===== src/rtl/vga_pkg.sv =====
// Shared constants and types for the 640x480@60 VGA raster timing generator.
package vga_pkg;

    localparam int CNT_W      = 10;
    localparam int CELL_SHIFT = 5;
    localparam int CELL_W     = CNT_W - CELL_SHIFT;

    localparam int CLK_DIV = 4;

    localparam int H_VIS  = 640;
    localparam int H_FP   = 16;
    localparam int H_SYNC = 96;
    localparam int H_BP   = 48;
    localparam int V_VIS  = 480;
    localparam int V_FP   = 10;
    localparam int V_SYNC = 2;
    localparam int V_BP   = 33;

    localparam int H_TOT    = H_VIS + H_FP + H_SYNC + H_BP;
    localparam int V_TOT    = V_VIS + V_FP + V_SYNC + V_BP;
    localparam int HS_BEGIN = H_VIS + H_FP;
    localparam int HS_END   = HS_BEGIN + H_SYNC - 1;
    localparam int VS_BEGIN = V_VIS + V_FP;
    localparam int VS_END   = VS_BEGIN + V_SYNC - 1;

    typedef logic [CNT_W-1:0]  cnt_t;
    typedef logic [CELL_W-1:0] cell_t;

    // Inclusive unsigned window test on a counter value.
    function automatic logic in_window(input cnt_t x, input cnt_t lo, input cnt_t hi);
        return (x >= lo) && (x <= hi);
    endfunction

endpackage


===== src/rtl/vga_timing_gen_if.sv =====
// Raster timing bus: the generator drives it (master), the colour and cell-memory stages consume it (slave).
interface vga_timing_gen_if;
    import vga_pkg::*;

    logic  pix_en;
    cnt_t  h_cnt;
    cnt_t  v_cnt;
    logic  valid;
    logic  hsync;
    logic  vsync;
    cell_t cell_col;
    cell_t cell_row;
    logic  line_start;
    logic  frame_start;

    modport master (
        output pix_en, h_cnt, v_cnt, valid, hsync, vsync,
        output cell_col, cell_row, line_start, frame_start
    );

    modport slave (
        input pix_en, h_cnt, v_cnt, valid, hsync, vsync,
        input cell_col, cell_row, line_start, frame_start
    );

endinterface


===== src/rtl/vga_axis_counter.sv =====
// Wrapping position counter for one raster axis, with its look-ahead value and terminal count.
module vga_axis_counter
    import vga_pkg::*;
#(
    parameter int TOTAL = 800
) (
    input  logic clk,
    input  logic rst,
    input  logic i_en,
    output cnt_t o_cnt,
    output cnt_t o_cnt_nxt,
    output logic o_tc
);

    cnt_t r_cnt;
    cnt_t w_nxt;
    logic w_tc;

    // Look-ahead value lets the parent register decodes in step with the count.
    always_comb begin
        w_tc  = (r_cnt == CNT_W'(TOTAL - 1));
        w_nxt = r_cnt;
        if (i_en) begin
            if (w_tc) begin
                w_nxt = '0;
            end else begin
                w_nxt = r_cnt + CNT_W'(1);
            end
        end else begin
            w_nxt = r_cnt;
        end
    end

    // Count register.
    always_ff @(posedge clk or posedge rst) begin
        if (rst) begin
            r_cnt <= '0;
        end else begin
            r_cnt <= w_nxt;
        end
    end

    assign o_cnt     = r_cnt;
    assign o_cnt_nxt = w_nxt;
    assign o_tc      = w_tc;

endmodule


===== src/rtl/vga_timing_gen.sv =====
// VGA raster timing generator: pixel strobe, H/V counters, syncs, visible flag and line/frame markers.
// Build option VGA_PIPE_ALIGN_EN delays coordinates and syncs by one pixel to match a 1-pixel cell-memory read.
module vga_timing_gen #(
    parameter int CLK_DIV = vga_pkg::CLK_DIV,
    parameter int H_VIS   = vga_pkg::H_VIS,
    parameter int H_FP    = vga_pkg::H_FP,
    parameter int H_SYNC  = vga_pkg::H_SYNC,
    parameter int H_BP    = vga_pkg::H_BP,
    parameter int V_VIS   = vga_pkg::V_VIS,
    parameter int V_FP    = vga_pkg::V_FP,
    parameter int V_SYNC  = vga_pkg::V_SYNC,
    parameter int V_BP    = vga_pkg::V_BP
) (
    input  logic             clk,
    input  logic             rst,
    vga_timing_gen_if.master vga
);
    import vga_pkg::*;

    localparam int H_TOT    = H_VIS + H_FP + H_SYNC + H_BP;
    localparam int V_TOT    = V_VIS + V_FP + V_SYNC + V_BP;
    localparam int HS_BEGIN = H_VIS + H_FP;
    localparam int HS_END   = HS_BEGIN + H_SYNC - 1;
    localparam int VS_BEGIN = V_VIS + V_FP;
    localparam int VS_END   = VS_BEGIN + V_SYNC - 1;
    localparam int DIV_W    = $clog2(CLK_DIV);

    logic [DIV_W-1:0] r_div;
    logic             r_pix_en;
    cnt_t             w_h_cnt;
    cnt_t             w_v_cnt;
    cnt_t             w_h_nxt;
    cnt_t             w_v_nxt;
    logic             w_h_tc;
    logic             w_v_tc;
    logic             w_v_en;
    logic             w_valid_nxt;
    logic             w_hsync_nxt;
    logic             w_vsync_nxt;
    logic             r_valid;
    logic             r_hsync;
    logic             r_vsync;
    logic             r_line_start;
    logic             r_frame_start;

    // Pixel divider; the strobe is registered one step early so it is high while div sits at its last value.
    always_ff @(posedge clk or posedge rst) begin
        if (rst) begin
            r_div    <= '0;
            r_pix_en <= 1'b0;
        end else begin
            if (r_div == DIV_W'(CLK_DIV - 1)) begin
                r_div <= '0;
            end else begin
                r_div <= r_div + DIV_W'(1);
            end
            r_pix_en <= (r_div == DIV_W'(CLK_DIV - 2));
        end
    end

    assign w_v_en = r_pix_en & w_h_tc;

    vga_axis_counter #(.TOTAL(H_TOT)) u_h_axis (
        .clk       (clk),
        .rst       (rst),
        .i_en      (r_pix_en),
        .o_cnt     (w_h_cnt),
        .o_cnt_nxt (w_h_nxt),
        .o_tc      (w_h_tc)
    );

    vga_axis_counter #(.TOTAL(V_TOT)) u_v_axis (
        .clk       (clk),
        .rst       (rst),
        .i_en      (w_v_en),
        .o_cnt     (w_v_cnt),
        .o_cnt_nxt (w_v_nxt),
        .o_tc      (w_v_tc)
    );

    // Decode from the next position so the registered flags line up with the counters.
    always_comb begin
        w_valid_nxt = (w_h_nxt < CNT_W'(H_VIS)) && (w_v_nxt < CNT_W'(V_VIS));
        w_hsync_nxt = !in_window(w_h_nxt, CNT_W'(HS_BEGIN), CNT_W'(HS_END));
        w_vsync_nxt = !in_window(w_v_nxt, CNT_W'(VS_BEGIN), CNT_W'(VS_END));
    end

    // Flags only move with the strobe, so (0,0) shows invalid until the first pixel step.
    always_ff @(posedge clk or posedge rst) begin
        if (rst) begin
            r_valid       <= 1'b0;
            r_hsync       <= 1'b1;
            r_vsync       <= 1'b1;
            r_line_start  <= 1'b0;
            r_frame_start <= 1'b0;
        end else begin
            if (r_pix_en) begin
                r_valid <= w_valid_nxt;
                r_hsync <= w_hsync_nxt;
                r_vsync <= w_vsync_nxt;
            end
            r_line_start  <= r_pix_en & w_h_tc;
            r_frame_start <= r_pix_en & w_h_tc & w_v_tc;
        end
    end

`ifdef VGA_PIPE_ALIGN_EN
    cnt_t r_d_h_cnt;
    cnt_t r_d_v_cnt;
    logic r_d_valid;
    logic r_d_hsync;
    logic r_d_vsync;

    // One-pixel delay stage; cell coordinates bypass it to feed the memory read early.
    always_ff @(posedge clk or posedge rst) begin
        if (rst) begin
            r_d_h_cnt <= '0;
            r_d_v_cnt <= '0;
            r_d_valid <= 1'b0;
            r_d_hsync <= 1'b1;
            r_d_vsync <= 1'b1;
        end else if (r_pix_en) begin
            r_d_h_cnt <= w_h_cnt;
            r_d_v_cnt <= w_v_cnt;
            r_d_valid <= r_valid;
            r_d_hsync <= r_hsync;
            r_d_vsync <= r_vsync;
        end
    end

    assign vga.h_cnt = r_d_h_cnt;
    assign vga.v_cnt = r_d_v_cnt;
    assign vga.valid = r_d_valid;
    assign vga.hsync = r_d_hsync;
    assign vga.vsync = r_d_vsync;
`else
    assign vga.h_cnt = w_h_cnt;
    assign vga.v_cnt = w_v_cnt;
    assign vga.valid = r_valid;
    assign vga.hsync = r_hsync;
    assign vga.vsync = r_vsync;
`endif

    assign vga.pix_en      = r_pix_en;
    assign vga.cell_col    = w_h_cnt[CNT_W-1:CELL_SHIFT];
    assign vga.cell_row    = w_v_cnt[CNT_W-1:CELL_SHIFT];
    assign vga.line_start  = r_line_start;
    assign vga.frame_start = r_frame_start;

endmodule


===== src/flat_wrapper.sv =====
// flat-port wrapper written by rule: the top's interface ports become plain ports
module vga_timing_gen_flat import vga_pkg::*;
#(
    parameter int CLK_DIV = vga_pkg::CLK_DIV,
    parameter int H_VIS   = vga_pkg::H_VIS,
    parameter int H_FP    = vga_pkg::H_FP,
    parameter int H_SYNC  = vga_pkg::H_SYNC,
    parameter int H_BP    = vga_pkg::H_BP,
    parameter int V_VIS   = vga_pkg::V_VIS,
    parameter int V_FP    = vga_pkg::V_FP,
    parameter int V_SYNC  = vga_pkg::V_SYNC,
    parameter int V_BP    = vga_pkg::V_BP
)
  (clk, rst, vga_pix_en, vga_h_cnt, vga_v_cnt, vga_valid, vga_hsync, vga_vsync, vga_cell_col, vga_cell_row, vga_line_start, vga_frame_start);
  vga_timing_gen_if vga_i ();
  input  logic clk;
  input  logic rst;
  output wire logic [$bits(vga_i.pix_en)-1:0] vga_pix_en;
  output wire logic [$bits(vga_i.h_cnt)-1:0] vga_h_cnt;
  output wire logic [$bits(vga_i.v_cnt)-1:0] vga_v_cnt;
  output wire logic [$bits(vga_i.valid)-1:0] vga_valid;
  output wire logic [$bits(vga_i.hsync)-1:0] vga_hsync;
  output wire logic [$bits(vga_i.vsync)-1:0] vga_vsync;
  output wire logic [$bits(vga_i.cell_col)-1:0] vga_cell_col;
  output wire logic [$bits(vga_i.cell_row)-1:0] vga_cell_row;
  output wire logic [$bits(vga_i.line_start)-1:0] vga_line_start;
  output wire logic [$bits(vga_i.frame_start)-1:0] vga_frame_start;
  assign vga_pix_en = vga_i.pix_en;
  assign vga_h_cnt = vga_i.h_cnt;
  assign vga_v_cnt = vga_i.v_cnt;
  assign vga_valid = vga_i.valid;
  assign vga_hsync = vga_i.hsync;
  assign vga_vsync = vga_i.vsync;
  assign vga_cell_col = vga_i.cell_col;
  assign vga_cell_row = vga_i.cell_row;
  assign vga_line_start = vga_i.line_start;
  assign vga_frame_start = vga_i.frame_start;
  vga_timing_gen #(.CLK_DIV(CLK_DIV), .H_VIS(H_VIS), .H_FP(H_FP), .H_SYNC(H_SYNC), .H_BP(H_BP), .V_VIS(V_VIS), .V_FP(V_FP), .V_SYNC(V_SYNC), .V_BP(V_BP)) u_core (.clk(clk), .rst(rst), .vga(vga_i));
endmodule

===== config.mk =====
export PLATFORM = sky130hd
export DESIGN_NAME = vga_timing_gen_flat
export DESIGN_NICKNAME = d
export VERILOG_FILES = /design/src/rtl/vga_pkg.sv /design/src/rtl/vga_timing_gen_if.sv /design/src/rtl/vga_axis_counter.sv /design/src/rtl/vga_timing_gen.sv /design/src/flat_wrapper.sv
export SDC_FILE = /design/constraint.sdc
export NUM_CORES = 1
export LEC_CHECK = 0
export CORE_UTILIZATION = 36
export CTS_BUF_LIST = sky130_fd_sc_hd__clkbuf_8
export DETAILED_ROUTE_END_ITERATION = 10
export GPL_ROUTABILITY_DRIVEN = 0
export PLACE_DENSITY_LB_ADDON = 0.2
export SYNTH_ARGS = -nofsm -noshare
export SYNTH_HDL_FRONTEND = slang
export SYNTH_SLANG_ARGS = --single-unit

===== constraint.sdc =====
create_clock -name clk -period 2.2 [get_ports clk]
set_input_delay 0.33 -clock clk [delete_from_list [all_inputs] [get_ports clk]]
set_output_delay 0.33 -clock clk [all_outputs]
set_load 0.01 [all_outputs]

Yosys cells after proc, flatten, opt, wreduce, memory -nomap -nowiden
Index checks and enable logic that the tools add are counted.

word-level totals
  bits of input ports = 2
  bits in writable memories = 0
  bits in latches = 0
  register bits after elaboration = 28
  logic and storage cells = 34
  ROM bits = 0
  output and inout port bits = 36
  memories = 0

cells by class
  shift operators = 0
  div/mod/pow operators = 0
  reductions and logical operators = 5
  multiplexer cells = 5
  equality and inequality tests = 4
  $add $sub $neg = 3
  bitwise gates (word level) = 2
  magnitude comparators = 6
  $mul = 0

operators by type and width
  cell                   count
  $mux 10                4
  $add 10x1->10 const B  2
  $eq 10x10->1 const B   2
  $ge 10x10->1 const B   1
  $ge 10x9->1 const B    1
  $le 10x10->1 const B   1
  $le 10x9->1 const B    1
  $lt 10x10->1 const B   1
  $lt 10x9->1 const B    1
  $eq 2x2->1 const B     2
  $logic_and 1x1->1      3
  $add 2x1->2 const B    1
  $and 1x1->1            2
  $logic_not 1->1        2
  $mux 2                 1

Depth between registers and ports, before layout
Gate-level depths: netlist of run 1.

  word-level depth = 6
  gate-level depth with buffers = 9

Hierarchy
From an unflattened synthesis of run 1, not the netlist that was laid out.

unflattened totals
  cell total of the unflattened synthesis = 146
  area total of the unflattened synthesis = 1,505.2 um^2

modules (own cells, without submodules)
  module                              area each (um^2)  instances  seq. area each (um^2)  cells an instance
  vga_axis_counter (u_core.u_h_axis)  544.3             1          250.2                  53
  vga_axis_counter (u_core.u_v_axis)  540.5             1          250.2                  53
  vga_timing_gen                      420.4             1          202.7                  40

Worst setup path before layout of run 1
No wires, ideal clock.

  path kind = register to register
  start = register u_core.u_h_axis.r_cnt[0], in the netlist u_core.u_h_axis.o_cnt[0]
  end = register u_core.r_valid, in the netlist u_core.vga.valid
  arrival time = 2.047 ns
  setup time = 0.096 ns
  setup slack = 0.057 ns
  stages on the path, launching flop included = 8
  data required time = 2.104 ns
  period minus slack after synthesis = 2.143 ns
  cell sequence = dfrtp_1 ha_1 nand2_1 or4_4 nor3_1 xor2_1 and4b_1 o32ai_2

on the way
  longest elaborated chain between the ends = 5
  elaborated cells between the ends (all ways) = 9

RTL lines
  element                                               RTL line                                        source
  start: declaration                                    vga_axis_counter.sv:15                          cnt_t r_cnt;
  start signal: assignment                              vga_axis_counter.sv:39                          r_cnt <= w_nxt;
  $add 10x1->10 / $eq 10x10->1 (equally long branches)  vga_axis_counter.sv:27, vga_axis_counter.sv:21
  $mux 10 / $and 1x1->1 (equally long branches)         vga_axis_counter.sv:24, vga_timing_gen.sv:61
  $mux 10                                               vga_axis_counter.sv:23                          if (i_en) begin
  $lt 10x10->1 / $lt 10x9->1 (equally long branches)    vga_timing_gen.sv:83                            w_valid_nxt = (w_h_nxt < CNT_W'(H_VIS)) && (w_v_nxt < CNT_W'(V_VIS));
  $logic_and 1x1->1 *                                   vga_timing_gen.sv:83
  end signal: assignment                                vga_timing_gen.sv:98                            r_valid <= w_valid_nxt;
  end: declaration                                      vga_timing_gen.sv:40                            logic r_valid;

Every way passes the cells marked *; elsewhere a longest branch is shown, timed or not.
A chain may end at the register's enable or synchronous reset.

Worst setup path in the final report of run 1
  start = register u_core.u_h_axis.r_cnt[0], in the netlist u_core.u_h_axis.o_cnt[0]
  end = register u_core.r_valid, in the netlist u_core.vga.valid

on the way
  longest elaborated chain between the ends = 5
  elaborated cells between the ends (all ways) = 9

RTL lines
  element                           RTL line                source
  $eq 10x10->1                      vga_axis_counter.sv:21  w_tc = (r_cnt == CNT_W'(TOTAL - 1));
  $and 1x1->1                       vga_timing_gen.sv:61    assign w_v_en = r_pix_en & w_h_tc;
  $mux 10                           vga_axis_counter.sv:23
  via u_core.u_v_axis.o_cnt_nxt[9]  vga_axis_counter.sv:11  output cnt_t o_cnt_nxt,
  $lt 10x9->1                       vga_timing_gen.sv:83
  $logic_and 1x1->1                 vga_timing_gen.sv:83

The timed path passes the listed nets, and every way through them passes these cells.

==> results of run 1 <==
## layout make-up
type,instances,area [um^2],area share (%)
Clock buffer,3,41.29,1.920
Clock inverter,1,30.03,1.396
Inverter,10,41.29,1.920
Multi-Input combinational cell,104,767.0,35.66
Sequential cell,28,703.2,32.69
Tap cell,50,62.56,2.909
Timing Repair Buffer,55,505.5,23.50
## how the worst max path moves through the flow
stage	slack (ps)	to
6_report	120	u_core.vga.valid
5_1_grt	10	u_core.vga.valid
4_1_cts	30	u_core.vga.valid
3_5_place_dp	30	u_core.vga.valid
3_3_place_gp	140	u_core.vga.valid
2_1_floorplan	60	u_core.vga.valid
## where the power goes
part	leakage (uW)	internal, uW	total (uW)	switching (uW)
clock network	0.0000357	244	404	160
registers	0.000365	514	514	0
logic	0.000571	2.85	12.5	9.65
## through the flow
stage | hold WS (ps) | cell area, um^2 | setup WS [ps]
global placement | 433.8 | 2018 | 135.5
CTS | 423.0 | 2095 | 34.51
finish | 400.0 | 2151 | 119.3
global route | 451.7 | 2151 | 13.81
floorplan | 393.9 | 1574 | 57.31
detailed placement | 447.1 | 2018 | 29.41
## per-layer routing
| metal | track usage (%) | share of wire [%] | up-vias |
|---|---|---|---|
| li1 | - | - | 638 |
| met1 | 22.22 | 45 | 614 |
| met2 | 26.10 | 49 | 38 |
| met3 | 3.833 | 4.2 | 4 |
| met4 | 4.688 | 1.4 | 0 |
| met5 | 0 | 0 | - |
## critical path: cells and delay by family, from the launching register on
family / cells / cell delay (ps)
AND/OR/NAND/NOR: 3 / 850
AO/OA/AOI/OAI: 2 / 330
flip-flops: 1 / 370
XOR/XNOR: 1 / 240
adder cells (fa/ha/maj): 1 / 190
## cells by family after synthesis
kind of cell	share of synthesized area, %
simple gates	21.86
flops	44.67
buf+inv	9.778
compound gates	11.21
mux	1.272
xor+xnor	7.234
fa+ha+maj	3.975
## cell usage in the layout (no fill, tap or decap), types with 2 or more instances in the layout
cell type / instances
sky130_fd_sc_hd__buf_4: 18
sky130_fd_sc_hd__nand3_1: 12
sky130_fd_sc_hd__a21boi_2: 2
sky130_fd_sc_hd__nor2_1: 7
sky130_fd_sc_hd__or4_4: 2
sky130_fd_sc_hd__o21ai_0: 8
sky130_fd_sc_hd__xnor2_1: 6
sky130_fd_sc_hd__clkbuf_8: 3
sky130_fd_sc_hd__and3_1: 2
sky130_fd_sc_hd__nor3b_1: 2
sky130_fd_sc_hd__inv_1: 9
sky130_fd_sc_hd__dfrtp_1: 26
sky130_fd_sc_hd__nor3_1: 4
sky130_fd_sc_hd__o21ai_2: 2
sky130_fd_sc_hd__clkdlybuf4s50_1: 37
sky130_fd_sc_hd__o22ai_1: 2
sky130_fd_sc_hd__nand2_1: 9
sky130_fd_sc_hd__o31ai_1: 2
sky130_fd_sc_hd__xor2_1: 7
sky130_fd_sc_hd__a31oi_1: 2
sky130_fd_sc_hd__nand4_1: 3
sky130_fd_sc_hd__dfstp_2: 2
sky130_fd_sc_hd__mux2i_1: 2
sky130_fd_sc_hd__ha_1: 4
## timing repair
action,in CTS,in global routing
cloned,0,1
buffers inserted,0,1
pin swaps,0,6
setup endpoints to repair,1,2
gates resized for setup,1,11
==> summary.md, run 1 <==
Routing
• **vias post-DR** 1294
• **total wire length after detailed routing** 3.465 mm
• **total DRC errors in the routed layout** 0
• **drt wl/cell** 13.80 um
• **number of nets with antenna violations after routing** 0
• **router iterations before antenna repair** 4
• **first-iteration detailed-routing DRC count** 57
• **vias per std cell** 5.155

Synthesis
• **YS warnings** 0
• **FF+latch count, synth** 28
• **most instantiated flip-flop cell in the synthesis netlist** sky130_fd_sc_hd__dfrtp_1
• **Synth Area per Inst** 10.09 um^2
• **cell with the most instances after synthesis** sky130_fd_sc_hd__dfrtp_1
• **Distinct cells, synth** 48
• **post-synthesis async set-or-reset flop share** 100.0%
• **Net Count, Synth** 163
• **Post-synth top cells** 26 x sky130_fd_sc_hd__dfrtp_1, 12 x sky130_fd_sc_hd__nand3_1, 10 x sky130_fd_sc_hd__buf_4, 10 x sky130_fd_sc_hd__inv_1, 10 x sky130_fd_sc_hd__nand2_1
• **post-synth top area cell** sky130_fd_sc_hd__dfrtp_1
• **cell area after synthesis** 1574 um^2
• **leading cell types by total area after synthesis** sky130_fd_sc_hd__dfrtp_1 41%, sky130_fd_sc_hd__buf_4 4.8%, sky130_fd_sc_hd__ha_1 4.0%
• **proportion of synthesized chip area in sequential cells** 44.67%
• **synthesized netlist cell count** 156
• **number of synthesized flops with an enable pin** 0
• **area share of the largest cell type after synthesis** 41.34%

Min path
• **worst hold path class** in -> async

STA
• **Period Utilization, post-route** 94.58%
• **sum of negative setup slack** 0 ps
• **transition time at the pin with the least slew margin** 341.0 ps
• **Worst Skew** 12.96 ps
• **Slew Limit Headroom** 77.07%
• **Max Slew Vio Count** 0
• **final-report hold violation count** 0
• **final-report setup violation count** 0
• **Max Fclk** 480.6 MHz
• **time the final worst path needs with I/O delays and setup** 2081 ps
• **setup repair after global routing missed its margin** false

CTS
• **worst-skew pair later-pin latency** 280 ps
• **# hold bufs at CTS** 0
• **maximum root-to-sink buffer count** 2
• **# clock sinks** 28
• **TritonCTS clock tree** done
• **clock-pin transition on the worst setup and hold timing paths** 100 ps
• **clock buffer count from CTS** 3
• **count of H-tree levels built during CTS** 1
• **Root Buffer Master** sky130_fd_sc_hd__clkbuf_8

Run
• **number of maximum-capacitance constraint violations** 0

Pwr
• **Tot Pwr** 931.0 uW
• **static leakage power** 0.0009715 uW
• **worst vdd rail ir drop** 0.5344 mV
• **total power per unit cell area** 432.8 nW/um^2

Global routing
• **Tot GR Track Use** 16.44%
• **total congestion overflow after global routing** 0
• **global-route wire length before repair** 5.637 mm
• **via count of the first global-routing pass** 1211
• **pin count of the biggest net entering global routing** 29
• **antenna violations before repair** 0

Critical path
• **max incr delay on CP** 600 ps
• **reg-to-reg slack, setup** 120 ps
• **origin of the critical flop-to-flop path** u_core.u_h_axis.o_cnt[0]
• **startpoint class of the critical path** flop
• **largest driver fanout on the critical path** 5
• **required time at the endpoint of the critical path** 2370 ps
• **list of cells traversed by the critical path** ha_2, nand2_2, or4_4, nor4_4, xor2_1, a21boi_2, o32ai_2
• **critical path capture point type** flop
• **Reg-to-Reg End** u_core.vga.valid
• **Critical Path Slowest Stage Cell** sky130_fd_sc_hd__or4_4
• **crit path launch** u_core.u_h_axis.o_cnt[0]
• **cells on worst reg2reg path** 7
• **Worst Setup Path Type** reg -> reg
• **CP Data Arrival Time** 2250 ps

Floorplanning
• **area of the die** 4640 um^2
• **standard-cell rows** 23
• **core box area** 4086 um^2
• **height of the die** 68.12 um
• **floorplan die width** 68.12 um
• **Starting Density** 38.52%
• **count of boundary I/O pins** 38

Final layout
• **Area Overhead vs Synth** 36.65%
• **antenna cell count** 0
• **layout filler cell count** 363
• **fraction of layout instances using a drive strength above 1** 21.39%
• **share of the core filled with cells** 52.63%
• **final-stage net count** 209
• **filler-free cell count of the finished design** 251

Run status
• **run status** completed

Placed design
• **Cell Count Post-Placement** 245
• **count of buffers from port buffering** 37
• **half-perimeter wire length after detailed placement** 2.540 mm

(Power assumes the default switching activity.)
==> run 2, diff against run 1 <==
--- a/config.mk
+++ b/config.mk
@@ -6,9 +6,9 @@
 export NUM_CORES = 1
 export LEC_CHECK = 0
 export CORE_UTILIZATION = 36
-export CTS_BUF_LIST = sky130_fd_sc_hd__clkbuf_8
 export DETAILED_ROUTE_END_ITERATION = 10
 export GPL_ROUTABILITY_DRIVEN = 0
+export MAX_ROUTING_LAYER = met4
 export PLACE_DENSITY_LB_ADDON = 0.2
 export SYNTH_ARGS = -nofsm -noshare
 export SYNTH_HDL_FRONTEND = slang
==> summary.md, run 2 (synthesized netlist as in run 1, its figures left out) <==
STA
• **time the final worst path needs with I/O delays and setup** 2081 ps, +0.02800 ps
• **sum of negative setup slack** 0 ps, unchanged
• **final-report hold violation count** 0, unchanged
• **final-report setup violation count** 0, unchanged
• **setup repair after global routing missed its margin** false
• **Period Utilization, post-route** 94.58%, about the same
• **Slew Limit Headroom** 77.07%, unchanged
• **Max Fclk** 480.6 MHz, about the same
• **Max Slew Vio Count** 0, unchanged
• **Worst Skew** 13.48 ps, +0.5129 ps
• **transition time at the pin with the least slew margin** 341.0 ps, unchanged

Pwr
• **worst vdd rail ir drop** 0.5349 mV, about the same
• **static leakage power** 0.0009715 uW, unchanged
• **Net Sw Frac** 18.23%, -0.020 points
• **P_int** 761.0 uW, unchanged
• **Gate power share** 1.3%, about the same
• **net switching component of the power** 169.7 uW, -0.14%
• **total power per unit cell area** 432.7 nW/um^2, about the same
• **proportion of power drawn by the clock network** 43.4%, about the same
• **part of the total power dissipated in sequential elements** 55.3%, about the same

Global routing
• **antenna violations before repair** 0, unchanged
• **global-route wire length before repair** 5.651 mm, +0.25%
• **grt met1 use** 22.43%, +0.21 points
• **met2 GRT Util** 26.10%, unchanged
• **Most Used Layer, Global Route** met2
• **total congestion overflow after global routing** 0, unchanged
• **Tot GR Track Use** 16.96%, +0.51 points
• **GR Layer Usage met3** 3.667%, -0.17 points
• **via count of the first global-routing pass** 1210, -0.083%
• **pin count of the biggest net entering global routing** 29, unchanged

CTS
• **count of H-tree levels built during CTS** 1, unchanged
• **# clock sinks** 28, unchanged
• **Root Buffer Master** sky130_fd_sc_hd__clkbuf_8
• **clock-pin transition on the worst setup and hold timing paths** 100 ps, about the same
• **maximum root-to-sink buffer count** 2, unchanged
• **TritonCTS clock tree** done
• **worst-skew pair later-pin latency** 280 ps, about the same
• **clock buffer count from CTS** 3, unchanged

Min path
• **worst hold path class** in -> async

Final layout
• **antenna cell count** 0, unchanged
• **final instance area** 2151 um^2, unchanged
• **highest-count cells in the layout ignoring fill and taps** 37 x sky130_fd_sc_hd__clkdlybuf4s50_1, 26 x sky130_fd_sc_hd__dfrtp_1, 18 x sky130_fd_sc_hd__buf_4
• **filler-free cell count of the finished design** 251, unchanged
• **final-stage net count** 209, unchanged
• **most common cell after layout, fill and taps aside** sky130_fd_sc_hd__clkdlybuf4s50_1
• **share of the core filled with cells** 52.63%, unchanged
• **fraction of layout instances using a drive strength above 1** 21.39%, unchanged
• **Area Overhead vs Synth** 36.65%, unchanged
• **layout filler cell count** 363, unchanged

Critical path
• **required time at the endpoint of the critical path** 2370 ps, about the same
• **startpoint class of the critical path** flop
• **largest driver fanout on the critical path** 5, unchanged
• **reg-to-reg slack, setup** 120 ps, about the same
• **crit path launch** u_core.u_h_axis.o_cnt[0]
• **origin of the critical flop-to-flop path** u_core.u_h_axis.o_cnt[0]
• **cells on worst reg2reg path** 7, unchanged
• **CP Data Arrival Time** 2250 ps, about the same
• **critical path capture point type** flop
• **Worst Setup Path Type** reg -> reg
• **Reg-to-Reg End** u_core.vga.valid

Run
• **number of maximum-capacitance constraint violations** 0, unchanged

Floorplanning
• **height of the die** 68.12 um, unchanged
• **Starting Density** 38.52%, unchanged
• **standard-cell rows** 23, unchanged
• **floorplan die width** 68.12 um, unchanged
• **area of the die** 4640 um^2, unchanged
• **core box area** 4086 um^2, unchanged
• **count of boundary I/O pins** 38, unchanged

Run status
• **run status** completed

Routing
• **router iterations before antenna repair** 4, unchanged
• **vias per std cell** 5.151, about the same
• **total wire length after detailed routing** 3.470 mm, +0.14%
• **vias post-DR** 1293, -0.077%
• **first-iteration detailed-routing DRC count** 59, +3.5%
• **drt wl/cell** 13.82 um, +0.14%
• **total DRC errors in the routed layout** 0, unchanged
• **number of nets with antenna violations after routing** 0, unchanged

Placed design
• **Cell Count Post-Placement** 245, unchanged
• **half-perimeter wire length after detailed placement** 2.540 mm, unchanged
• **count of buffers from port buffering** 37, unchanged
• **Post-Place Cell Area** 2018 um^2, unchanged

-- run 2: cell counts in the layout (fill, tap and decap cells not counted) --
Identical to the previous run, type by type.
-- run 2: power by group through the flow --
stage               sequential, uW  clock [uW]  combinational [uW]
finish                         514         404                12.5
global route                   515         430                15.1
CTS                            514         410                13.8
detailed placement             524           0                13.9
global placement               524           0                13.5
floorplan                      524           0                7.59
-- run 2: final cells by class --
cell class	instances	area [um^2]	area share (%)
inverter	10	41.29	1.920
timing repair buffer	55	505.5	23.50
tap	50	62.56	2.909
multi-input combinational	104	767.0	35.66
clock buffer	3	41.29	1.920
sequential	28	703.2	32.69
clock inverter	1	30.03	1.396
-- run 2: critical path, cell delays in order, from the launching register on --
cell and delay, ps:
sky130_fd_sc_hd__dfrtp_1 370, sky130_fd_sc_hd__ha_2 190, sky130_fd_sc_hd__nand2_2 80, sky130_fd_sc_hd__or4_4 600, sky130_fd_sc_hd__nor4_4 170, sky130_fd_sc_hd__xor2_1 240
sky130_fd_sc_hd__a21boi_2 230, sky130_fd_sc_hd__o32ai_2 100
-- run 2: timing repair --
item                                   4_1_cts  5_1_grt
pin swaps                                    0        6
hold buffers                                 0        0
cloned                                       0        1
gates resized for setup                      1       11
setup buffers                                0        1
endpoints found under the hold margin        0        0
setup endpoints to repair                    1        2
-- run 2: stage by stage --
stage	hold WS, ps	setup slack [ps]	total power (uW)
after floorplan	393.9	57.31	532.0
after CTS	423.0	34.51	938.7
final	399.4	119.3	930.7
after global placement	433.8	135.5	538.0
after global routing	451.7	13.81	959.4
after detailed placement	447.1	29.41	538.3
-- run 2: how the worst max path moves through the flow --
stage | slack, ps | cells after the start | end
global placement | 140 | 7 | u_core.vga.valid
detailed placement | 30 | 7 | u_core.vga.valid
finish | 120 | 7 | u_core.vga.valid
floorplan | 60 | 7 | u_core.vga.valid
global route | 10 | 7 | u_core.vga.valid
CTS | 30 | 7 | u_core.vga.valid
-- run 2: routing by layer --
metal	share of wire, %	up-vias
met2	49	38
met4	1.4	0
li1	-	638
met5	0	-
met3	3.9	4
met1	46	613
